`src/rtl/video_timing_pkg.sv`:
```
// video_timing_pkg: shared types, default raster timing and vertical scaling helper for
// video_timing_gen and its sub-modules.
package video_timing_pkg;

    // Line-count standard held in the mode latch.
    typedef enum logic {
        MODE_NTSC = 1'b0,
        MODE_PAL  = 1'b1
    } vtg_mode_e;

    // Default horizontal timing, in pixels.
    localparam int unsigned DEF_HCW      = 10;
    localparam int unsigned DEF_VCW      = 10;
    localparam int unsigned DEF_CE_DIV   = 2;
    localparam int unsigned DEF_H_TOTAL  = 638;
    localparam int unsigned DEF_H_ACTIVE = 529;
    localparam int unsigned DEF_HS_START = 544;
    localparam int unsigned DEF_HS_END   = 590;

    // Default vertical timing, in native (not scan-doubled) lines.
    localparam int unsigned DEF_V_TOTAL_NTSC  = 262;
    localparam int unsigned DEF_V_ACTIVE_NTSC = 240;
    localparam int unsigned DEF_VS_START_NTSC = 245;
    localparam int unsigned DEF_VS_END_NTSC   = 248;
    localparam int unsigned DEF_V_TOTAL_PAL   = 312;
    localparam int unsigned DEF_V_ACTIVE_PAL  = 300;
    localparam int unsigned DEF_VS_START_PAL  = 304;
    localparam int unsigned DEF_VS_END_PAL    = 308;

    // Scan-doubled modes draw every native line twice, so every vertical limit doubles.
    function automatic int unsigned scale_v(input int unsigned value, input logic sd);
        return sd ? (value << 1) : value;
    endfunction

endpackage

```
`src/rtl/vtg_ce_div.sv`:
```
// vtg_ce_div: pixel clock-enable divider.
//   clk     in   system clock
//   reset   in   asynchronous, active-high
//   restart in   synchronous phase restart (phase returns to 0 on this edge)
//   bypass  in   1 = enable every clk
//   ce      out  registered clock-enable, one clk high every CE_DIV clks
module vtg_ce_div
    import video_timing_pkg::*;
#(
    parameter int unsigned CE_DIV = DEF_CE_DIV
) (
    input  logic clk,
    input  logic reset,
    input  logic restart,
    input  logic bypass,
    output logic ce
);

    localparam int unsigned PW = (CE_DIV > 1) ? $clog2(CE_DIV) : 1;
    localparam logic [PW-1:0] PHASE_LAST = PW'(CE_DIV - 1);

    logic [PW-1:0] phase_q, phase_d;
    logic          ce_q, ce_d;

    // ce_q is high exactly while phase_q sits at PHASE_LAST, so a restart issued on an
    // enable cycle lands on phase 0 just like a normal wrap and the cadence is unbroken.
    always_comb begin
        phase_d = phase_q + 1'b1;
        if (restart || phase_q == PHASE_LAST) begin
            phase_d = '0;
        end
        ce_d = bypass | (phase_d == PHASE_LAST);
    end

    always_ff @(posedge clk or posedge reset) begin
        if (reset) begin
            phase_q <= '0;
            ce_q    <= 1'b0;
        end else begin
            phase_q <= phase_d;
            ce_q    <= ce_d;
        end
    end

    assign ce = ce_q;

endmodule

```
`src/rtl/video_timing_gen.sv`:
```
// video_timing_gen: parametrised NTSC/PAL raster timing generator, native or scan-doubled.
//   clk          in   system clock
//   reset        in   asynchronous, active-high
//   pal          in   1 = PAL line counts, 0 = NTSC (sampled only at frame wrap)
//   scandouble   in   1 = doubled line counts, one pixel per clk (sampled only at frame wrap)
//   ce_pix       out  pixel clock-enable
//   hc / vc      out  current pixel / line
//   HBlank, HSync, VBlank, VSync  out  registered strobes; syncs active at HS_POL / VS_POL
//   de           out  active video
//   line_start   out  one-clk pulse when hc loads 0
//   frame_start  out  one-clk pulse when hc and vc load 0
//   frame_cnt    out  frames completed; counts only when VTG_FRAME_CNT_EN is defined,
//                     otherwise tied to 0
module video_timing_gen
    import video_timing_pkg::*;
#(
    parameter int unsigned HCW           = DEF_HCW,
    parameter int unsigned VCW           = DEF_VCW,
    parameter int unsigned CE_DIV        = DEF_CE_DIV,
    parameter int unsigned H_TOTAL       = DEF_H_TOTAL,
    parameter int unsigned H_ACTIVE      = DEF_H_ACTIVE,
    parameter int unsigned HS_START      = DEF_HS_START,
    parameter int unsigned HS_END        = DEF_HS_END,
    parameter int unsigned V_TOTAL_NTSC  = DEF_V_TOTAL_NTSC,
    parameter int unsigned V_ACTIVE_NTSC = DEF_V_ACTIVE_NTSC,
    parameter int unsigned VS_START_NTSC = DEF_VS_START_NTSC,
    parameter int unsigned VS_END_NTSC   = DEF_VS_END_NTSC,
    parameter int unsigned V_TOTAL_PAL   = DEF_V_TOTAL_PAL,
    parameter int unsigned V_ACTIVE_PAL  = DEF_V_ACTIVE_PAL,
    parameter int unsigned VS_START_PAL  = DEF_VS_START_PAL,
    parameter int unsigned VS_END_PAL    = DEF_VS_END_PAL,
    parameter logic        HS_POL        = 1'b1,
    parameter logic        VS_POL        = 1'b1
) (
    input  logic           clk,
    input  logic           reset,
    input  logic           pal,
    input  logic           scandouble,
    output logic           ce_pix,
    output logic [HCW-1:0] hc,
    output logic [VCW-1:0] vc,
    output logic           HBlank,
    output logic           HSync,
    output logic           VBlank,
    output logic           VSync,
    output logic           de,
    output logic           line_start,
    output logic           frame_start,
    output logic [15:0]    frame_cnt
);

    typedef logic [HCW:0] hlim_t;
    typedef logic [VCW:0] vlim_t;

    localparam logic [HCW-1:0] H_LAST = HCW'(H_TOTAL - 1);

    // Elaboration-time sanity: the doubled line count must fit the vertical counter.
    if (CE_DIV < 2) begin : g_err_ce_div
        $error("video_timing_gen: CE_DIV must be at least 2");
    end
    if (H_TOTAL > (2 ** HCW)) begin : g_err_h_total
        $error("video_timing_gen: H_TOTAL does not fit in HCW bits");
    end
    if (scale_v(V_TOTAL_NTSC, 1'b1) > (2 ** VCW)) begin : g_err_v_ntsc
        $error("video_timing_gen: doubled NTSC line count overflows VCW bits");
    end
    if (scale_v(V_TOTAL_PAL, 1'b1) > (2 ** VCW)) begin : g_err_v_pal
        $error("video_timing_gen: doubled PAL line count overflows VCW bits");
    end

    // Pick the native value for the standard, then double it for scan-doubled modes.
    function automatic vlim_t vlimit(input vtg_mode_e m, input logic sd,
                                     input int unsigned ntsc_v, input int unsigned pal_v);
        return vlim_t'(scale_v((m == MODE_PAL) ? pal_v : ntsc_v, sd));
    endfunction

    logic           first_q;
    vtg_mode_e      mode_q, mode_d;
    logic           sd_q, sd_d;
    logic [HCW-1:0] hc_q, hc_d;
    logic [VCW-1:0] vc_q, vc_d;
    logic           h_last, v_last, wrap, latch;
    vlim_t          v_total_cur, v_active_nxt, vs_start_nxt, vs_end_nxt;
    logic           hblank_q, hblank_d;
    logic           hsync_q, hsync_d;
    logic           vblank_q, vblank_d;
    logic           vsync_q, vsync_d;
    logic           de_q, de_d;
    logic           line_start_q, line_start_d;
    logic           frame_start_q, frame_start_d;

    vtg_ce_div #(
        .CE_DIV (CE_DIV)
    ) u_ce_div (
        .clk     (clk),
        .reset   (reset),
        .restart (latch),
        .bypass  (sd_d),
        .ce      (ce_pix)
    );

    always_comb begin
        // Wrap test uses the mode of the frame being drawn.
        v_total_cur = vlimit(mode_q, sd_q, V_TOTAL_NTSC, V_TOTAL_PAL);
        h_last      = (hc_q == H_LAST);
        v_last      = ({1'b0, vc_q} == (v_total_cur - 1'b1));
        wrap        = ce_pix & h_last & v_last;
        latch       = first_q | wrap;

        mode_d = mode_q;
        sd_d   = sd_q;
        if (latch) begin
            mode_d = pal ? MODE_PAL : MODE_NTSC;
            sd_d   = scandouble;
        end

        hc_d = hc_q;
        vc_d = vc_q;
        if (ce_pix) begin
            if (h_last) begin
                hc_d = '0;
                vc_d = v_last ? '0 : vc_q + 1'b1;
            end else begin
                hc_d = hc_q + 1'b1;
            end
        end

        // Strobes decode the next position with the next mode, so line 0 after a mode
        // switch already sees the new vertical limits.
        v_active_nxt = vlimit(mode_d, sd_d, V_ACTIVE_NTSC, V_ACTIVE_PAL);
        vs_start_nxt = vlimit(mode_d, sd_d, VS_START_NTSC, VS_START_PAL);
        vs_end_nxt   = vlimit(mode_d, sd_d, VS_END_NTSC, VS_END_PAL);

        hblank_d = ({1'b0, hc_d} >= hlim_t'(H_ACTIVE));
        hsync_d  = (({1'b0, hc_d} >= hlim_t'(HS_START)) && ({1'b0, hc_d} < hlim_t'(HS_END)))
                   ? HS_POL : ~HS_POL;
        vblank_d = ({1'b0, vc_d} >= v_active_nxt);
        vsync_d  = (({1'b0, vc_d} >= vs_start_nxt) && ({1'b0, vc_d} < vs_end_nxt))
                   ? VS_POL : ~VS_POL;
        de_d     = ~hblank_d & ~vblank_d;

        line_start_d  = ce_pix & h_last;
        frame_start_d = wrap;
    end

    always_ff @(posedge clk or posedge reset) begin
        if (reset) begin
            first_q       <= 1'b1;
            mode_q        <= MODE_NTSC;
            sd_q          <= 1'b0;
            hc_q          <= '0;
            vc_q          <= '0;
            hblank_q      <= 1'b0;
            hsync_q       <= ~HS_POL;
            vblank_q      <= 1'b0;
            vsync_q       <= ~VS_POL;
            de_q          <= 1'b0;
            line_start_q  <= 1'b0;
            frame_start_q <= 1'b0;
        end else begin
            first_q       <= 1'b0;
            mode_q        <= mode_d;
            sd_q          <= sd_d;
            hc_q          <= hc_d;
            vc_q          <= vc_d;
            hblank_q      <= hblank_d;
            hsync_q       <= hsync_d;
            vblank_q      <= vblank_d;
            vsync_q       <= vsync_d;
            de_q          <= de_d;
            line_start_q  <= line_start_d;
            frame_start_q <= frame_start_d;
        end
    end

`ifdef VTG_FRAME_CNT_EN
    logic [15:0] frame_cnt_q;

    always_ff @(posedge clk or posedge reset) begin
        if (reset) begin
            frame_cnt_q <= '0;
        end else if (frame_start_d) begin
            frame_cnt_q <= frame_cnt_q + 16'd1;
        end
    end

    assign frame_cnt = frame_cnt_q;
`else
    assign frame_cnt = '0;
`endif

    assign hc          = hc_q;
    assign vc          = vc_q;
    assign HBlank      = hblank_q;
    assign HSync       = hsync_q;
    assign VBlank      = vblank_q;
    assign VSync       = vsync_q;
    assign de          = de_q;
    assign line_start  = line_start_q;
    assign frame_start = frame_start_q;

endmodule

```
`config.mk`:
```
export PLATFORM = sky130hd
export DESIGN_NAME = video_timing_gen
export DESIGN_NICKNAME = d
export VERILOG_FILES = /design/src/rtl/video_timing_pkg.sv /design/src/rtl/vtg_ce_div.sv /design/src/rtl/video_timing_gen.sv
export SDC_FILE = /design/constraint.sdc
export NUM_CORES = 1
export LEC_CHECK = 0
export ABC_AREA = 0
export BUFFER_PORTS_ARGS = -buffer_cell sky130_fd_sc_hd__clkbuf_2
export CAP_MARGIN = 25
export CORE_MARGIN = 4
export CORE_UTILIZATION = 55
export DETAILED_ROUTE_END_ITERATION = 7
export GPL_TIMING_DRIVEN = 0
export PLACE_DENSITY = 0.86
export SLEW_MARGIN = 20
export SYNTH_ARGS = -nofsm -noshare
export SYNTH_HDL_FRONTEND = slang
export SYNTH_SLANG_ARGS = --single-unit
```
`constraint.sdc`:
```
create_clock -name clk -period 10.1 [get_ports clk]
set_input_delay 1.01 -clock clk [delete_from_list [all_inputs] [get_ports clk]]
set_output_delay 1.01 -clock clk [all_outputs]
set_load 0.05 [all_outputs]
```
[Word-level counts from Yosys, hierarchy flattened]
Index checks and enable logic that the tools add are counted.
Widths: inputs -> output; s select.
Cells by class
  add/subtract/negate cells: 4
  order comparisons: 6
  equal/unequal tests: 2
  multiplexer cells: 19
  bitwise logic cells: 7
  reductions and logical operators: 3
Operators with widths (number)
  $mux 10: 9
  $mux 9: 3
  $add 10x1->10 const B: 2
  $ge 10x10->1: 2
  $ge 10x10->1 const B: 2
  $eq 10x11->1: 1
  $sub 10x1->11 const B: 1
  $eq 10x10->1 const B: 1
  $lt 10x10->1: 1
  $lt 10x10->1 const B: 1
  $mux 1: 6
  $mux 6: 1
  $and 1x1->1: 3
  $logic_and 1x1->1: 2
  $not 1->1: 2
  $or 1x1->1: 2
  $add 1x1->1 const B: 1
  $logic_or 1x1->1: 1
Storage, ports and cells
  flip-flop bits (word level): 32
  bits of input ports: 4
  word-level logic and storage cells: 55

[Depth between registers and ports, before layout]
Gate-level depths: netlist of run 1.
  word-level depth: 12
  depth in mapped cells: 18
  mapped depth without buffers: 18

[Hierarchy]
A second synthesis of run 1 with hierarchy kept.
Unflattened totals
  cell total of the unflattened synthesis: 245
  area, all modules: 2347.3 µm²
By module, submodules not included
  video_timing_gen: instances 1, cells each 240, area each 2282.2 µm², sequential area each 752.0 µm²
  vtg_ce_div: instances 1, cells each 5, area each 65.1 µm², sequential area each 50.0 µm²

[Worst setup path after synthesis of run 1]
No wires, ideal clock.
  kind: reg-to-reg
  from: reg vc_q[2], in the netlist vc[2]
  to: reg vblank_q, in the netlist VBlank
  arrival: 3.570 ns
  data required time: 9.981 ns
  path slack: 6.411 ns
  cell stages (with the launch flop): 16
  path buffers: 0
  period minus slack after synthesis: 3.689 ns
  cell sequence: dfrtp_1 nand2b_1 or4_4 a2111oi_4 a21oi_2 mux2i_2 inv_1 ha_1 a21oi_1 ha_1 a21o_1 a21oi_1 nand2b_1 a21oi_1 o21ai_1 and2_1
Between the ends
  word-level cells in the longest chain between the ends: 7
Ends and longest elaborated chain
  start: declaration: line video_timing_gen.sv:81  | logic [VCW-1:0] vc_q, vc_d;
  start signal: assignment: line video_timing_gen.sv:165  | vc_q <= vc_d;
  $eq 10x11->1: line video_timing_gen.sv:106  | v_last = ({1'b0, vc_q} == (v_total_cur - 1'b1));
  $and 1x1->1: line video_timing_gen.sv:107  | wrap = ce_pix & h_last & v_last;
  $or 1x1->1: line video_timing_gen.sv:108  | latch = first_q | wrap;
  $mux 1: line video_timing_gen.sv:112  | if (latch) begin
  net mode_d: line video_timing_gen.sv:78  | vtg_mode_e mode_q, mode_d;
  $mux 9: line video_timing_gen.sv:74  | return vlim_t'(scale_v((m == MODE_PAL) ? pal_v : ntsc_v, sd));
  $mux 10: line video_timing_pkg.sv:32  | return sd ? (value << 1) : value;
  $ge 10x10->1: line video_timing_gen.sv:137  | vblank_d = ({1'b0, vc_d} >= v_active_nxt);
  net vblank_d: line video_timing_gen.sv:86  | logic vblank_q, vblank_d;
  end signal: assignment: line video_timing_gen.sv:168  | vblank_q <= vblank_d;
  end: declaration: line video_timing_gen.sv:86
The timed path passes the listed nets, and every way through them passes these cells.

[Final worst setup path of run 1]
  from: reg hc_q[1], in the netlist hc[1]
  to: reg vblank_q, in the netlist VBlank
Between the ends
  word-level cells in the longest chain between the ends: 8
Ends and longest elaborated chain
  start: declaration: line video_timing_gen.sv:80  | logic [HCW-1:0] hc_q, hc_d;
  start signal: assignment: line video_timing_gen.sv:151  | hc_q <= '0;
  start signal: assignment: line video_timing_gen.sv:164  | hc_q <= hc_d;
  $eq 10x10->1: line video_timing_gen.sv:105  | h_last = (hc_q == H_LAST);
  $and 1x1->1 (2 in series): line video_timing_gen.sv:107
  $or 1x1->1: line video_timing_gen.sv:108
  $mux 1: line video_timing_gen.sv:112
  net mode_d: line video_timing_gen.sv:78
  $mux 9: line video_timing_gen.sv:74
  $mux 10: line video_timing_pkg.sv:32
  $ge 10x10->1: line video_timing_gen.sv:137
  net vblank_d: line video_timing_gen.sv:86
The timed path passes the listed nets, and every way through them passes these cells.

==> results of run 1 <==
==> cells in the mapped netlist, types with 2 or more instances <==
master	count
a211oi_1	2
a21o_1	4
a21oi_1	13
and2_1	3
and3_1	8
and3b_1	2
and4b_1	2
buf_2	2
buf_4	16
clkbuf_1	3
dfrtp_1	31
ha_1	18
inv_1	13
nand2_1	26
nand2b_1	8
nand3_1	11
nand4_1	5
nor2_1	13
nor3_1	4
nor3b_1	2
o211ai_1	2
o21ai_0	12
o31ai_1	2
or3_1	2
xnor2_1	5
xor2_1	5
==> worst max-delay path by stage <==
stage,startpoint,end,cells past startpoint
after floorplan,vc[2],VBlank,15
after global placement,hc[0],VBlank,16
after detailed placement,hc[1],VBlank,17
after CTS,hc[1],VBlank,17
after global routing,hc[1],VBlank,17
final,hc[1],VBlank,17
==> flip-flops by register name (all words and copies together), names as in the netlist <==
| register | cells |
|---|---|
| u_ce_div.phase_q | 1 |
| sd_q | 1 |
| HSync | 1 |
| VBlank | 1 |
| mode_q | 1 |
| hc | 10 |
| de | 1 |
| vc | 10 |
| HBlank | 1 |
| first_q | 1 |
| line_start | 1 |
| frame_start | 1 |
| u_ce_div.ce | 1 |
| VSync | 1 |
==> layer usage <==
layer	up-vias	share of wire	routed length, um	track usage
met5	-	0	0	0
met4	0	0.021	102	0.0835
met3	11	0.080	383	0.0540
met2	87	0.45	2170	0.314
met1	866	0.44	2130	0.281
li1	920	-	-	-
==> through the flow <==
step	util	hold WS [ns]	total power, mW	area (um2)
3_3_place_gp	0.655	0.400	0.367	2450
3_5_place_dp	0.655	0.422	0.374	2450
2_1_floorplan	-	0.390	0.330	2240
4_1_cts	0.684	0.433	0.495	2560
5_1_grt	0.684	0.469	0.526	2560
6_report	0.684	0.445	0.494	2560
==> report_power, final <==
| part | switching, mW | internal (mW) | total (mW) |
|---|---|---|---|
| Combinational | 0.147 | 0.0618 | 0.208 |
| Clock | 0.0475 | 0.0731 | 0.121 |
| Sequential | 0.0198 | 0.145 | 0.165 |
| Total | 0.214 | 0.280 | 0.494 |
==> logic make-up (layout without fill, tap and decap cells) <==
logic type	after synthesis	after routing	share of synthesized area
muxes	3	3	0.0161
xor gates and xnor gates	10	10	0.0402
other	1	17	0.00172
DFF	32	32	0.368
AOI/OAI and AO/OA	47	47	0.146
adders and majority gates	19	19	0.109
and+or+nand+nor	94	94	0.230
buffers and inverters	35	74	0.0891
==> critical path, stage by stage, from the launching register on <==
cell	delay [ns]
dfrtp_1	0.44
inv_1	0.12
ha_1	0.18
and4b_1	0.19
nand4_1	0.38
a21oi_1	0.40
a21oi_2	0.13
mux2i_2	0.40
inv_1	0.15
ha_1	0.27
a21oi_1	0.14
ha_1	0.26
a21o_1	0.16
a21oi_1	0.21
nand2b_1	0.08
a21oi_1	0.11
o21ai_1	0.12
and2_1	0.16
==> area by class of cell <==
cell class / count / area (um2) / share of cell area
multi-input cells: 190 / 1240 / 0.485
flip-flops and latches: 32 / 802 / 0.313
repair buffers: 31 / 155 / 0.0606
plain buffers: 21 / 141 / 0.0552
clock buffers: 6 / 72.6 / 0.0283
well taps: 48 / 60.1 / 0.0235
inverters: 14 / 52.6 / 0.0205
clock inverters: 2 / 35.0 / 0.0137
==> results by group, run 1 <==
Clock network
  – Root buffer cell: clkbuf_8
  – Clock Sinks: 32
  – Clk buf depth: 2
  – Number of setup buffers added after CTS: 0
  – # resized after CTS: 0
  – Clock transition at path regs: 0.07 ns
  – CTS Hold Bufs: 0
  – H-tree depth: 2
  – TritonCTS Buffers: 5
  – Clk_lat worst skew: 0.29 ns
  – CTS tree: done

STA
  – Min Tclk post-route: 4.04 ns
  – Final worst-path cycle share: 0.400
  – Final hold vios: 0
  – Final Skew: 0.0105 ns
  – RSZ-0062 raised after global routing: false
  – Final Setup Violations: 0
  – Tightest Pin Transition: 0.661 ns
  – Max Clk Rate: 247 MHz
  – Fin Setup TNS: 0 ns
  – Final Slew Violations: 0
  – Max-slew headroom: 0.559
  – Final worst setup slack: 6.06 ns

Job
  – Max Cap Viol: 0

Worst hold path
  – Worst hold path type: reg2reg
  – Min-delay src: u_ce_div.phase_q
  – Hold depth: 1
  – Hold endpoint: u_ce_div.phase_q

Worst setup path
  – RR Endpoint: VBlank
  – Startpoint Class: register
  – Reg2reg setup slack: 6.06 ns
  – Nature of the critical path endpoint: register
  – Worst Path Arrival: 4.22 ns
  – Critical path required time: 10.27 ns
  – Setup CP Type: reg2reg
  – Reg-to-reg startpoint: hc[1]
  – Worst reg2reg path depth: 17
  – CP Max Fanout: 9

Yosys
  – FFs w/ async S/R, synth: 1.00
  – Synthesized cell area: 2180 um2
  – Synth Flop Type: dfrtp_1
  – Cell variety after synth: 53
  – Synth area leaders: dfrtp_1 36%, ha_1 10%, buf_4 5.5%
  – Number of enable flip-flop cells after synthesis: 0
  – Yosys warnings: 0
  – Post-synthesis sequential area ratio: 0.368
  – Cells after synthesis: 241
  – Share of the synthesized area in the top cell type: 0.356
  – Mean Syn Cell Area: 9.03 um2
  – Largest area contributor in the netlist: dfrtp_1
  – Synth Register Bits: 32

Cells and area
  – Fin nets: 317
  – Share of cells above drive strength 1: 0.226
  – Layout area overhead: 17.6%
  – Most frequent cells in the layout: 31 x dfrtp_1, 31 x clkbuf_2, 26 x nand2_1
  – Diode count: 0
  – Layout Cells excl Fill: 344
  – Fillcell total: 319

Floorplanning
  – FP Rows: 22
  – IO Count: 48
  – Core Region: 3740 um2
  – Total Die Area: 5030 um2
  – Die height: 70.9 um
  – Die width: 70.9 um
  – Initial Util: 0.582

Placed design
  – Detailed Place HPWL: 3690 um
  – Placer Congestion: 0.836
  – Post-place setup slack: 6.12 ns
  – Port Buf Inserts: 31
  – Placed insts: 336

Global routing
  – Initial antenna violation count: 0
  – Grt total ovfl: 0
  – GRT Resource Usage Total: 0.207
  – Number of global-route vias before repair: 1781
  – Largest net degree at the start of global routing: 33
  – First-pass GRT wire length: 8380 um

Route
  – Residual DRC: 0
  – Wirelength per Cell: 13.9 um
  – Antenna Nets Post-Route: 0
  – Final WL: 4790 um
  – DR vias: 1884
  – DR pass1 iterations: 4
  – Initial drt markers: 157
  – Via/cell ratio: 5.48

Run status
  – Status: complete, no violations

Pwr
  – Pwr Density: 193 nW/um2
  – Maximum vdd drop: 0.000121 V
  – Leakage: 1.36 nW
Power figures use the tool's default switching activity.
==> run 2: changes to the inputs <==
Settings changed: CORE_UTILIZATION 55 to 49, PLACE_DENSITY 0.86 to 0.81.
Clock period 10.1 ns to 3.5 ns, I/O delays scaled along.
==> run 2 against run 1 <==
Combinational power increased to 3.0 times the previous value; non-clock buffer count increased by 10; power increased to 2.8 times the previous value; sequential power increased to 2.9 times the previous value; highest routed layer unchanged.
==> results by group, run 2 (same netlist as run 1, synthesis figures left out) <==
Worst setup path
  – Most frequent CP cell: nand2b_1
  – Startpoint Class: register
  – Slowest stage cell, crit path: a2111oi_4
  – Worst Path Arrival: 3.59 ns (-0.63 ns)
  – Critical path required time: 3.67 ns (-6.60 ns)
  – Nature of the critical path endpoint: register
  – CP Max Fanout: 3 (-6)
  – Setup CP Type: reg2reg
  – Cell Chain, Critical Path: nand2b_1 -> or4_4 -> a2111oi_4 -> a21oi_4 -> mux2_4 -> inv_4 -> ha_2 -> ha_1 -> nand2b_1 -> a21oi_1 -> nor2b_1 -> o21ai_1 -> nand2b_1 -> a21oi_1 -> nor4b_1 -> and3_1
  – CP max stage delay: 0.44 ns (about the same)

Global routing
  – Grt total ovfl: 0 (unchanged)
  – GRT Resource Usage Total: 0.201 (-0.00560)
  – Largest net degree at the start of global routing: 33 (unchanged)
  – Number of global-route vias before repair: 1747 (-1.9%)
  – Initial antenna violation count: 0 (unchanged)
  – First-pass GRT wire length: 8370 um (about the same)

Worst hold path
  – Worst hold path type: in2async

Clock network
  – Clock Sinks: 32 (unchanged)
  – CTS tree: done
  – Root buffer cell: clkbuf_8
  – Clk_lat worst skew: 0.28 ns (about the same)
  – TritonCTS Buffers: 5 (unchanged)
  – Clk buf depth: 2 (unchanged)
  – H-tree depth: 2 (unchanged)
  – Clock transition at path regs: 0.07 ns (about the same)

Route
  – Residual DRC: 0 (unchanged)
  – Initial drt markers: 105 (-33%)
  – Final WL: 5320 um (+11%)
  – Antenna Nets Post-Route: 0 (unchanged)
  – DR pass1 iterations: 4 (unchanged)
  – Via/cell ratio: 5.42 (-1.0%)
  – Wirelength per Cell: 14.9 um (+7.3%)
  – DR vias: 1930 (+2.4%)

STA
  – Final hold slack: 0.148 ns (-0.297 ns)
  – Final Slew Violations: 0 (unchanged)
  – Tightest Pin Transition: 0.671 ns (+0.0105 ns)
  – Final worst-path cycle share: 0.978 (+0.577)
  – Min Tclk post-route: 3.42 ns (-0.622 ns)
  – Final Setup Violations: 0 (unchanged)
  – Max Clk Rate: 292 MHz (+18%)
  – Max-slew headroom: 0.552 (-0.00701)
  – Final hold vios: 0 (unchanged)
  – Final Skew: 0.00624 ns (-0.00423 ns)
  – RSZ-0062 raised after global routing: true

Pwr
  – Maximum vdd drop: 0.000301 V (+150%)
  – Pwr Density: 517 nW/um2 (+170%)
  – Leakage: 1.40 nW (+2.9%)

Cells and area
  – Diode count: 0 (unchanged)
  – Fin nets: 327 (+3.2%)
  – Share of cells above drive strength 1: 0.301 (+0.0743)
  – Layout area overhead: 23.2%
  – Finished layout cell area: 2680 um2 (+4.8%)
  – Commonest non-fill, non-tap cell in the layout: clkbuf_2
  – Final core utilization: 0.647 (-0.0365)
  – Most frequent cells in the layout: 31 x clkbuf_2, 27 x buf_4, 26 x nand2_1

Placed design
  – Placer Congestion: 0.888 (+6.2%)
  – Placed cell area: 2460 um2 (+0.46%)
  – Port Buf Inserts: 31 (unchanged)
  – Detailed Place HPWL: 3770 um (+2.1%)

Floorplanning
  – Die height: 74.7 um (+5.3%)
  – Total Die Area: 5570 um2 (+11%)
  – Die width: 74.7 um (+5.3%)
  – Initial Util: 0.525 (-0.0562)
  – Core Region: 4140 um2 (+11%)
  – IO Count: 48 (unchanged)
  – FP Rows: 23 (+4.5%)

Run status
  – Status: complete, no violations

Job
  – Max Cap Viol: 0 (unchanged)
-- run 2: worst max-delay path, delay by kind of cell, from the launching register on --
kind	cells	cell delay, ns
AND/OR/NAND/NOR	7	1.10
flip-flops	1	0.41
adder cells (fa/ha/maj)	2	0.40
multiplexers	1	0.34
AO/OA/AOI/OAI	5	0.97
buffers and inverters	1	0.09
-- run 2: per-stage QoR --
| step | TNS (ns) | cells | worst slack, ns | power (mW) |
|---|---|---|---|---|
| 6_report | 0 | 356 | 0.0781 | 1.39 |
| 5_1_grt | -0.0641 | 356 | -0.0441 | 1.48 |
| 4_1_cts | 0 | 354 | 0.0235 | 1.38 |
| 3_5_place_dp | -1.11 | 338 | -0.400 | 1.08 |
| 3_3_place_gp | -1.04 | 338 | -0.383 | 1.07 |
| 2_1_floorplan | 0 | 257 | 0.0214 | 0.957 |
-- run 2: timing repair --
action                     CTS  global route
setup endpoints to repair    3             3
resized for setup            8            11
cloned                       0             0
buffers inserted             8             2
hold buffers                 0             0
pin swaps                    3             5
-- run 2: worst paths after layout --
path,from,end,slack [ns],cells after the start
min reg2reg,u_ce_div.phase_q,u_ce_div.phase_q,0.43,1
min,reset,vc[4],0.15,2
max reg2reg,mode_q,VSync,0.08,16
min in group clk,u_ce_div.phase_q,u_ce_div.phase_q,0.43,1
max in group asynchronous,reset,vc[3],2.87,2
max,mode_q,VSync,0.08,16
-- run 2: per-layer routing --
metal  GRT usage  wire length [um]  vias to the layer above
met2       0.341              2720                       59
met5           0                 0                        -
li1            -                 -                      944
met3      0.0481               261                       12
met1       0.257              2250                      915
met4      0.0573                82                        0
-- run 2: cell type report --
type | count | area [um2]
Tap cell | 50 | 62.6
Timing Repair Buffer | 41 | 230
Sequential cell | 32 | 813
Fill cell | 344 | 1460
Buffer | 21 | 145
Clock buffer | 8 | 90.1
Multi-Input combinational cell | 190 | 1290
Inverter | 14 | 55.1
-- run 2: report_power, final --
group	internal (mW)	leakage (nW)	switching (mW)
registers	0.423	0.405	0.0564
logic	0.191	0.952	0.430
clock network	0.160	0.0455	0.127
